<file path="src/rtl/conv_window_sequencer_pkg.sv">
// Shared definitions for the convolution window sequencer: address regions,
// route codes, filter geometry and the sequencer state encoding.
package conv_window_sequencer_pkg;

    localparam int ACC_ADDR_W = 8;
    typedef logic [ACC_ADDR_W-1:0] addr_t;

    localparam addr_t CTRL_BASE  = 8'h00;
    localparam addr_t COEFF_BASE = 8'h40;
    localparam addr_t DATA_BASE  = 8'h80;
    localparam addr_t RES_BASE   = 8'hC0;

    localparam logic [1:0] ROUTE_CTRL  = 2'd0;
    localparam logic [1:0] ROUTE_COEFF = 2'd1;
    localparam logic [1:0] ROUTE_DATA  = 2'd2;
    localparam logic [1:0] ROUTE_RES   = 2'd3;

    localparam int FILT_ROWS  = 3;
    localparam int FILT_COLS  = 3;
    localparam int NUM_COEFFS = FILT_ROWS * FILT_COLS;

    typedef enum logic [2:0] {
        IDLE  = 3'd0,
        ISSUE = 3'd1,
        DRAIN = 3'd2,
        WRITE = 3'd3,
        DONE  = 3'd4
    } seq_state_t;

endpackage

</file>
<file path="src/rtl/conv_window_sequencer_addr_gen.sv">
// Window counters (output row/col, filter row/col) and the coefficient, pixel
// and result addresses built from them.
module conv_addr_gen #(
    parameter int ADDR_W    = 8,
    parameter int FILT_ROWS = 3,
    parameter int FILT_COLS = 3,
    parameter int IMG_ROWS  = 8,
    parameter int IMG_COLS  = 8
) (
    input  logic              clk,
    input  logic              reset,
    input  logic              step_k,
    input  logic              step_pixel,
    input  logic              clear,
    output logic              last_k,
    output logic              last_pixel,
    output logic [ADDR_W-1:0] coeff_addr,
    output logic [ADDR_W-1:0] data_addr,
    output logic [ADDR_W-1:0] res_addr
);
    import conv_window_sequencer_pkg::*;

    localparam int OFF_W    = ADDR_W - 2;
    localparam int OUT_ROWS = IMG_ROWS - FILT_ROWS + 1;
    localparam int OUT_COLS = IMG_COLS - FILT_COLS + 1;

    typedef logic [OFF_W-1:0] off_t;

    localparam off_t FR_LAST   = off_t'(FILT_ROWS - 1);
    localparam off_t FC_LAST   = off_t'(FILT_COLS - 1);
    localparam off_t OR_LAST   = off_t'(OUT_ROWS - 1);
    localparam off_t OC_LAST   = off_t'(OUT_COLS - 1);
    localparam off_t FILT_COLS_O = off_t'(FILT_COLS);
    localparam off_t IMG_COLS_O  = off_t'(IMG_COLS);
    localparam off_t OUT_COLS_O  = off_t'(OUT_COLS);

    off_t orow, ocol, fr, fc;
    off_t kOff, dataOff, resOff;

    always_ff @(posedge clk) begin
        if (reset || clear) begin
            orow <= '0;
            ocol <= '0;
            fr   <= '0;
            fc   <= '0;
        end else begin
            // fc runs fastest so that k = fr*FILT_COLS + fc counts up by one
            if (step_k) begin
                if (fc == FC_LAST) begin
                    fc <= '0;
                    fr <= (fr == FR_LAST) ? '0 : fr + off_t'(1);
                end else begin
                    fc <= fc + off_t'(1);
                end
            end
            if (step_pixel) begin
                if (ocol == OC_LAST) begin
                    ocol <= '0;
                    orow <= orow + off_t'(1);
                end else begin
                    ocol <= ocol + off_t'(1);
                end
            end
        end
    end

    assign last_k     = (fr == FR_LAST) && (fc == FC_LAST);
    assign last_pixel = (orow == OR_LAST) && (ocol == OC_LAST);

    // Offsets stay inside the 6-bit region field, so OR-ing the route on top never carries.
    assign kOff    = fr * FILT_COLS_O + fc;
    assign dataOff = (orow + fr) * IMG_COLS_O + (ocol + fc);
    assign resOff  = orow * OUT_COLS_O + ocol;

    assign coeff_addr = {ROUTE_COEFF, kOff};
    assign data_addr  = {ROUTE_DATA, dataOff};
    assign res_addr   = {ROUTE_RES, resOff};

endmodule

</file>
<file path="src/rtl/conv_window_sequencer.sv">
// Walks every valid 3x3 output pixel: issues coefficient/pixel reads, drives
// the MAC enable/clear pipeline and writes each accumulated result out.
module conv_window_sequencer #(
    parameter int DATA_W    = 32,
    parameter int ADDR_W    = 8,
    parameter int FILT_ROWS = 3,
    parameter int FILT_COLS = 3,
    parameter int IMG_ROWS  = 8,
    parameter int IMG_COLS  = 8
) (
    input  logic              clk,
    input  logic              reset,
    input  logic              start,
    input  logic              abort,
    output logic              rd_en,
    output logic [ADDR_W-1:0] coeff_addr,
    output logic [ADDR_W-1:0] data_addr,
    output logic              mac_en,
    output logic              mac_clr,
    input  logic [DATA_W-1:0] mac_result,
    output logic              res_we,
    input  logic              res_ready,
    output logic [ADDR_W-1:0] res_addr,
    output logic [DATA_W-1:0] res_wdata,
    output logic              busy,
    output logic              done,
    output logic [2:0]        dbgState
);
    import conv_window_sequencer_pkg::*;

    seq_state_t        state, stateNext;
    logic              stepK, stepPixel, clearCnt, lastK, lastPixel;
    logic              issuing, writing, kIsZero;
    logic              macEnQ, kZeroQ;
    logic [DATA_W-1:0] wdataQ;
    logic [ADDR_W-1:0] coeffAddrGen, dataAddrGen, resAddrGen;

    conv_addr_gen #(
        .ADDR_W    (ADDR_W),
        .FILT_ROWS (FILT_ROWS),
        .FILT_COLS (FILT_COLS),
        .IMG_ROWS  (IMG_ROWS),
        .IMG_COLS  (IMG_COLS)
    ) uAddrGen (
        .clk        (clk),
        .reset      (reset),
        .step_k     (stepK),
        .step_pixel (stepPixel),
        .clear      (clearCnt),
        .last_k     (lastK),
        .last_pixel (lastPixel),
        .coeff_addr (coeffAddrGen),
        .data_addr  (dataAddrGen),
        .res_addr   (resAddrGen)
    );

    always_ff @(posedge clk) begin
        if (reset) state <= IDLE;
        else       state <= stateNext;
    end

    always_comb begin
        stateNext = state;
        stepK     = 1'b0;
        stepPixel = 1'b0;
        clearCnt  = 1'b0;
        case (state)
            IDLE:  if (start && !abort) stateNext = ISSUE;
            ISSUE: begin
                stepK = 1'b1;
                if (lastK) stateNext = DRAIN;
            end
            DRAIN: stateNext = WRITE;
            WRITE: if (res_ready) begin
                stepPixel = 1'b1;
                stateNext = lastPixel ? DONE : ISSUE;
            end
            DONE: begin
                clearCnt  = 1'b1;
                stateNext = IDLE;
            end
            default: stateNext = IDLE;
        endcase
        if (abort && state != IDLE) begin
            stateNext = IDLE;
            stepK     = 1'b0;
            stepPixel = 1'b0;
            clearCnt  = 1'b1;
        end
    end

    assign issuing = (state == ISSUE);
    assign writing = (state == WRITE);
    assign kIsZero = (coeffAddrGen[ADDR_W-3:0] == '0);

    // Read data returns one cycle after rd_en, so the MAC strobes are rd_en delayed.
    always_ff @(posedge clk) begin
        if (reset) begin
            macEnQ <= 1'b0;
            kZeroQ <= 1'b0;
        end else begin
            macEnQ <= issuing && !abort;
            kZeroQ <= issuing && kIsZero;
        end
    end

    always_ff @(posedge clk) begin
        if (reset)                                      wdataQ <= '0;
        else if (state == DRAIN && stateNext == WRITE) wdataQ <= mac_result;
    end

    // Result handshake: res_we is the valid; res_addr/res_wdata are held with it
    // until res_ready, and the write transfers on the cycle both are high.
    assign res_we    = writing;
    assign res_addr  = writing ? resAddrGen : '0;
    assign res_wdata = writing ? wdataQ : '0;

    assign rd_en      = issuing;
    assign coeff_addr = issuing ? coeffAddrGen : '0;
    assign data_addr  = issuing ? dataAddrGen : '0;
    assign mac_en     = macEnQ;
    assign mac_clr    = macEnQ && kZeroQ;

    assign busy     = (state == ISSUE) || (state == DRAIN) || (state == WRITE);
    assign done     = (state == DONE);
    assign dbgState = state;

endmodule

</file>
<file path="config.mk">
export PLATFORM = sky130hd
export DESIGN_NAME = conv_window_sequencer
export DESIGN_NICKNAME = d
export VERILOG_FILES = /design/src/rtl/conv_window_sequencer_pkg.sv /design/src/rtl/conv_window_sequencer_addr_gen.sv /design/src/rtl/conv_window_sequencer.sv
export SDC_FILE = /design/constraint.sdc
export NUM_CORES = 1
export LEC_CHECK = 0
export BUFFER_PORTS_ARGS = -buffer_cell sky130_fd_sc_hd__buf_2
export CAP_MARGIN = 0
export CORE_UTILIZATION = 57
export DETAILED_ROUTE_END_ITERATION = 10
export PLACE_DENSITY_LB_ADDON = 0.15
export SLEW_MARGIN = 40
export SYNTH_ARGS = -nofsm -noshare
export SYNTH_HDL_FRONTEND = slang
export SYNTH_SLANG_ARGS = --single-unit
</file>
<file path="constraint.sdc">
create_clock -name clk -period 4.8 [get_ports clk]
set_clock_uncertainty 0.2 [all_clocks]
set_input_delay 0.72 -clock clk [delete_from_list [all_inputs] [get_ports clk]]
set_output_delay 0.72 -clock clk [all_outputs]
set_load 0.1 [all_outputs]
</file>
# ---- Yosys cells after proc, flatten, opt, wreduce, memory -nomap -nowiden
# Index checks and enable logic that the tools add are counted.
dict set report totals {
  wordCells 65
  input_bits 37
  register_bits 61
}
dict set report op_classes {
  n_mul 2
  muxes 20
  n_reduce_logical 17
  n_eq_ne 9
  n_addsub 9
}
# op n
set op_table {}
lappend op_table {{2-to-1 mux 32 bit} 1}
lappend op_table {{adder 6 x 1 -> 6 bit (second input constant)} 4}
lappend op_table {{adder 6 bit} 4}
lappend op_table {{2-to-1 mux 6 bit} 3}
lappend op_table {{2-to-1 mux 8 bit} 2}
lappend op_table {{2-to-1 mux 3 bit} 5}
lappend op_table {{equality test 6 x 2 -> 1 bit (second input constant)} 2}
lappend op_table {{equality test 6 x 3 -> 1 bit (second input constant)} 2}
lappend op_table {{one-hot mux 3 bit (4 select lines)} 1}
lappend op_table {{equality test 3 x 2 -> 1 bit (second input constant)} 3}
lappend op_table {{logical AND 1 bit} 8}
lappend op_table {{2-to-1 mux 1 bit} 7}
lappend op_table {{2-to-1 mux 7 bit} 1}
lappend op_table {{zero test 6 bit} 1}
lappend op_table {{multiplier 6 x 2 -> 5 bit (second input constant)} 1}
lappend op_table {{multiplier 6 x 2 -> 6 bit (second input constant)} 1}
lappend op_table {{AND reduction 2 bit} 2}
lappend op_table {{adder 3 bit} 1}
lappend op_table {{equality test 3 x 1 -> 1 bit (second input constant)} 1}
lappend op_table {{equality test 3 bit (second input constant)} 1}
lappend op_table {{zero test 3 bit} 1}
lappend op_table {{logical OR 1 bit} 3}
lappend op_table {{nonzero test 3 bit} 1}
lappend op_table {{zero test 1 bit} 1}

# ---- Logic depth before layout (Yosys ltp)
dict set report logic_depth {
  ltp_word 8
  depth_mapped 11
}

# ---- By module
# From an unflattened synthesis, not the netlist that was laid out.
dict set report hier_totals {
  cells_unflattened 471
  area_unflattened_um2 3941.3
}
# module instances cells_per_inst area_per_inst_um2 seq_area_each_um2
set by_module_without_submodules {}
lappend by_module_without_submodules {conv_addr_gen 1 238 2169.6 480.5}
lappend by_module_without_submodules {conv_window_sequencer 1 233 1771.7 740.7}

# ---- Least setup slack after synthesis
# Ideal clock, no wire load.
dict set report synth_timing {
  path_type {register -> output}
  startpoint {register uAddrGen.fr[0]}
  endpoint {output data_addr[5]}
  path_stages_with_launch 10
  t_arrival_ns 3.383
  path_slack_ns 0.497
  t_required_ns 3.880
  cell_sequence {dfxtp_1 -> ha_1 -> fa_1 -> inv_1 -> fa_1 -> inv_1 -> ha_1 -> a21oi_1 -> xnor2_1 -> nor2_1}
}
dict set report synth_via {
  elab_chain_cells 3
}
# item line
set synth_rtl {}
lappend synth_rtl {{start: declaration} conv_window_sequencer_addr_gen.sv:37} ;# off_t orow, ocol, fr, fc;
lappend synth_rtl {{start signal: assignment} conv_window_sequencer_addr_gen.sv:51} ;# fr <= (fr == FR_LAST) ? '0 : fr + off_t'(1);
lappend synth_rtl {{adder 3 bit} conv_window_sequencer_addr_gen.sv:72} ;# assign dataOff = (orow + fr) * IMG_COLS_O + (ocol + fc);
lappend synth_rtl {{adder 6 bit} conv_window_sequencer_addr_gen.sv:72}
lappend synth_rtl {{2-to-1 mux 8 bit} conv_window_sequencer.sv:120} ;# assign data_addr = issuing ? dataAddrGen : '0;
lappend synth_rtl {{end: declaration} conv_window_sequencer.sv:17} ;# output logic [ADDR_W-1:0] data_addr,
# No other way between the ends.

# ---- Worst setup path in the final report
dict set report layout_timing {
  startpoint {register uAddrGen.orow[0]}
  endpoint {output data_addr[5]}
}
dict set report layout_via {
  elab_chain_cells 3
}
# item line
set layout_rtl {}
lappend layout_rtl {{start: declaration} conv_window_sequencer_addr_gen.sv:37}
lappend layout_rtl {{start signal: assignment} conv_window_sequencer_addr_gen.sv:59} ;# orow <= orow + off_t'(1);
lappend layout_rtl {{adder 3 bit} conv_window_sequencer_addr_gen.sv:72}
lappend layout_rtl {{adder 6 bit} conv_window_sequencer_addr_gen.sv:72}
lappend layout_rtl {{2-to-1 mux 8 bit} conv_window_sequencer.sv:120}
# No other way between the ends.

==> flow_summary.toml <==
[synthesis]
synth_ff_type = "sky130_fd_sc_hd__dfxtp_1"
synth.largest_area_cell = "sky130_fd_sc_hd__dfxtp_1"
ys_ff_latch = 61
synth.lib_cells_used.distinct = 42
synthesis.yosys.warnings = 0
synthDominantCellAreaShare_pct = 32.6
synthCells = 457
synth_commonest_cells = "sky130_fd_sc_hd__nand2_1 (75), sky130_fd_sc_hd__dfxtp_1 (61), sky130_fd_sc_hd__a21oi_1 (42), sky130_fd_sc_hd__and3_1 (42), sky130_fd_sc_hd__nor2_1 (41)"
share_of_flip_flops_with_an_asynchronous_set_or_reset_after_synthesis_pct = 0
avgSynthCellArea_sq_um = 8.21
synthMostInstantiatedCell = "sky130_fd_sc_hd__nand2_1"
register_area_share_after_synthesis_pct = 32.6
post_synthesis_cell_area_sq_mm = 0.00375
post_synth_main_area_contributors = "sky130_fd_sc_hd__dfxtp_1 (33%), sky130_fd_sc_hd__ha_1 (11%), sky130_fd_sc_hd__nand2_1 (7.5%), sky130_fd_sc_hd__and3_1 (7.0%), sky130_fd_sc_hd__fa_1 (5.9%)"
synth-edff-count = 0

[drt]
route.vias.total = 3289
postRouteAntennaNets = 0
routed_wl_um = 8300
post_drt_via_cell_ratio = 5.25
post_drt_wl_per_cell_um = 13.3
dr.pass1.iters = 4
drt_drc_violations_left = 0
first_iter_violations = 138

[place]
place_worst_setup_slack_ns = 1.15
place.port_buffers = 99
dp_hpwl_um = 6130
place_inst = 610
place.gp.congestion = 0.839
post_dp_cell_area_sq_mm = 0.00426

[floorplanning]
floorplan.rows = 29
die-area_sq_mm = 0.00691
fp.coreArea_sq_mm = 0.00635
start_util_pct = 59.1
dieHeight_um = 83.1
die_x_um = 83.1
pin_count = 102

[timing]
timing_worst_slew_pin_value_ns = 0.666
final_hold_viol_count = 0
pnr_worst_setup_slack_ns = 0.776
final.period_utilization_pct = 83.8
final-max-slew-violation-count = 0
max-slew-margin-rel_pct = 55.6
clock.fmax_ghz = 0.249
setup-violations-final = 0
grt_setup_unrepaired = "no"
fin_crit_ns = 4.02
tns_ns = 0

[critical_path]
cp_cell_sequence = "ha_1 -> fa_1 -> inv_1 -> fa_1 -> inv_1 -> ha_1 -> a21oi_1 -> xnor2_1 -> nor2_1 -> buf_2"
timing.critical_path.from = "uAddrGen.orow[0]"
worstSetupEndpointType = "output pin"
max_stage_delay_ns = 0.47
timing.reg2reg.setup_slack_ns = 2.12
cp_arrival_ns = 3.10
cp_max_fo = 7
timing.setup.critical_path_class = "flop to output pin"
crit_path_start_kind = "flop"
rr_startpoint = "uAddrGen.fr[1]"
worst_ep_required_time_ns = 3.88
worst_path_max_delay_cell = "sky130_fd_sc_hd__fa_1"
critical-path-top-delay-family = "adder cells"
critPathBufInv = 3

[clock_network]
cts.reportedPaths.clkPinSlew_ns = 0.07
ctsHoldBuffers = 0
cts_post_setup_buffers_inserted = 0
cts_made_buffers = 9
cts_tree = "built"
clockRootBuffer = "sky130_fd_sc_hd__clkbuf_8"
h-tree-depth = 3
clock_latency_ns = 0.34
clk_sinks = 61
clk_path_buf_depth = 2
number_of_gates_resized_after_cts = 0

[grt]
largest_net_degree_at_the_start_of_global_routing = 42
vias_in_the_first_global_route = 3129
grtUsageTotal_pct = 25.4
grt_first_pass_wirelength_um = 14200
antenna_found_initial = 0
gr_ovfl_total = 0

[pwr]
power_per_cell_area_mw_per_mm2 = 232
finalPower_uw = 1030
cell_leakage_power_uw = 0.00227
max-vdd-ir-drop_v = 0.000207

[finish]
num_antenna_cells = 0
final_cells = 626
fill_cells = 540
fraction_of_layout_cells_with_a_size_suffix_above_1_pct = 23.3
area_growth_syn_to_layout_pct = 18.6
finalInstanceArea_sq_mm = 0.00445
final_net_count = 626

[worst_hold_path]
hold_path_class = "flop to flop"
min-delay-start = "wdataQ[7]"

[outcome]
run_status = "finished, final reports clean"

[job]
max_cap_violations = 0
cell usage in the layout (no fill, tap or decap), types with 2 or more instances in the layout:
| master | instances |
|---|---|
| sky130_fd_sc_hd__nand3_1 | 8 |
| sky130_fd_sc_hd__clkinv_2 | 2 |
| sky130_fd_sc_hd__fa_1 | 11 |
| sky130_fd_sc_hd__and3_1 | 42 |
| sky130_fd_sc_hd__a21oi_1 | 42 |
| sky130_fd_sc_hd__xnor2_1 | 23 |
| sky130_fd_sc_hd__clkinv_4 | 2 |
| sky130_fd_sc_hd__buf_2 | 99 |
| sky130_fd_sc_hd__nand4_1 | 5 |
| sky130_fd_sc_hd__nor2_1 | 41 |
| sky130_fd_sc_hd__inv_1 | 36 |
| sky130_fd_sc_hd__dfxtp_1 | 61 |
| sky130_fd_sc_hd__ha_1 | 34 |
| sky130_fd_sc_hd__xor2_1 | 15 |
| sky130_fd_sc_hd__o21bai_1 | 2 |
| sky130_fd_sc_hd__a211oi_1 | 4 |
| sky130_fd_sc_hd__a21o_1 | 6 |
| sky130_fd_sc_hd__conb_1 | 2 |
| sky130_fd_sc_hd__o21ai_0 | 2 |
| sky130_fd_sc_hd__buf_6 | 2 |
| sky130_fd_sc_hd__clkbuf_8 | 11 |
| sky130_fd_sc_hd__nand2_1 | 74 |
| sky130_fd_sc_hd__buf_4 | 2 |
registers in the layout, indices dropped and copies added (netlist names):
| signal | cells |
|---|---|
| uAddrGen.ocol | 6 |
| uAddrGen.orow | 6 |
| kZeroQ | 1 |
| dbgState | 3 |
| wdataQ | 32 |
| mac_en | 1 |
| uAddrGen.fc | 6 |
| uAddrGen.fr | 6 |
routing by layer:
layer / GRT usage [%] / routed length, um / share of wire [%] / vias up
met5: 0 / 0 / 0 / -
met4: 10.3 / 132 / 1.6 / 0
met3: 4.08 / 353 / 4.3 / 13
met2: 41.1 / 3940 / 47 / 87
met1: 34.0 / 3870 / 47 / 1526
li1: - / - / - / 1663
per-stage QoR:
stage	utilization (%)	hold slack, ns
final	70.0	0.250
after global routing	70.0	0.268
after CTS	70.0	0.252
after detailed placement	67.1	0.242
after global placement	66.7	0.237
after floorplan	-	0.232
cell families after synthesis:
group / synth area share, %
other cells: 0.100
xor+xnor: 8.87
flops: 32.6
buf+inv: 7.17
fa+ha+maj: 17.2
simple gates: 25.4
compound gates: 8.74
area by class of cell:
| cell class | instances | area (sq um) | area share [%] |
|---|---|---|---|
| multi-input combinational | 333 | 2280 | 51.2 |
| timing repair buffer | 103 | 533 | 12.0 |
| inverter | 36 | 135 | 3.04 |
| tap | 77 | 96.3 | 2.17 |
| sequential | 61 | 1220 | 27.5 |
| clock buffer | 11 | 151 | 3.40 |
| clock inverter | 5 | 35.0 | 0.788 |
worst min-delay path: stages, from the launching register on:
cell and delay [ns]:
sky130_fd_sc_hd__dfxtp_1 0.31, sky130_fd_sc_hd__nand2_1 0.05, sky130_fd_sc_hd__a21oi_1 0.05
worst paths after layout:
path,endpoint,depth (start not counted)
worst max-delay path,data_addr[5],10
worst min register to register,wdataQ[7],2
worst max register to register,kZeroQ,9
worst min-delay path,wdataQ[7],2
where the power goes:
group | total, uW | switching [uW] | internal (uW)
Clock | 431 | 215 | 215
Combinational | 90.5 | 68.5 | 22.0
Sequential | 512 | 3.53 | 508
Total | 1030 | 287 | 745
No activity file was read; power rests on OpenSTA's default activity.
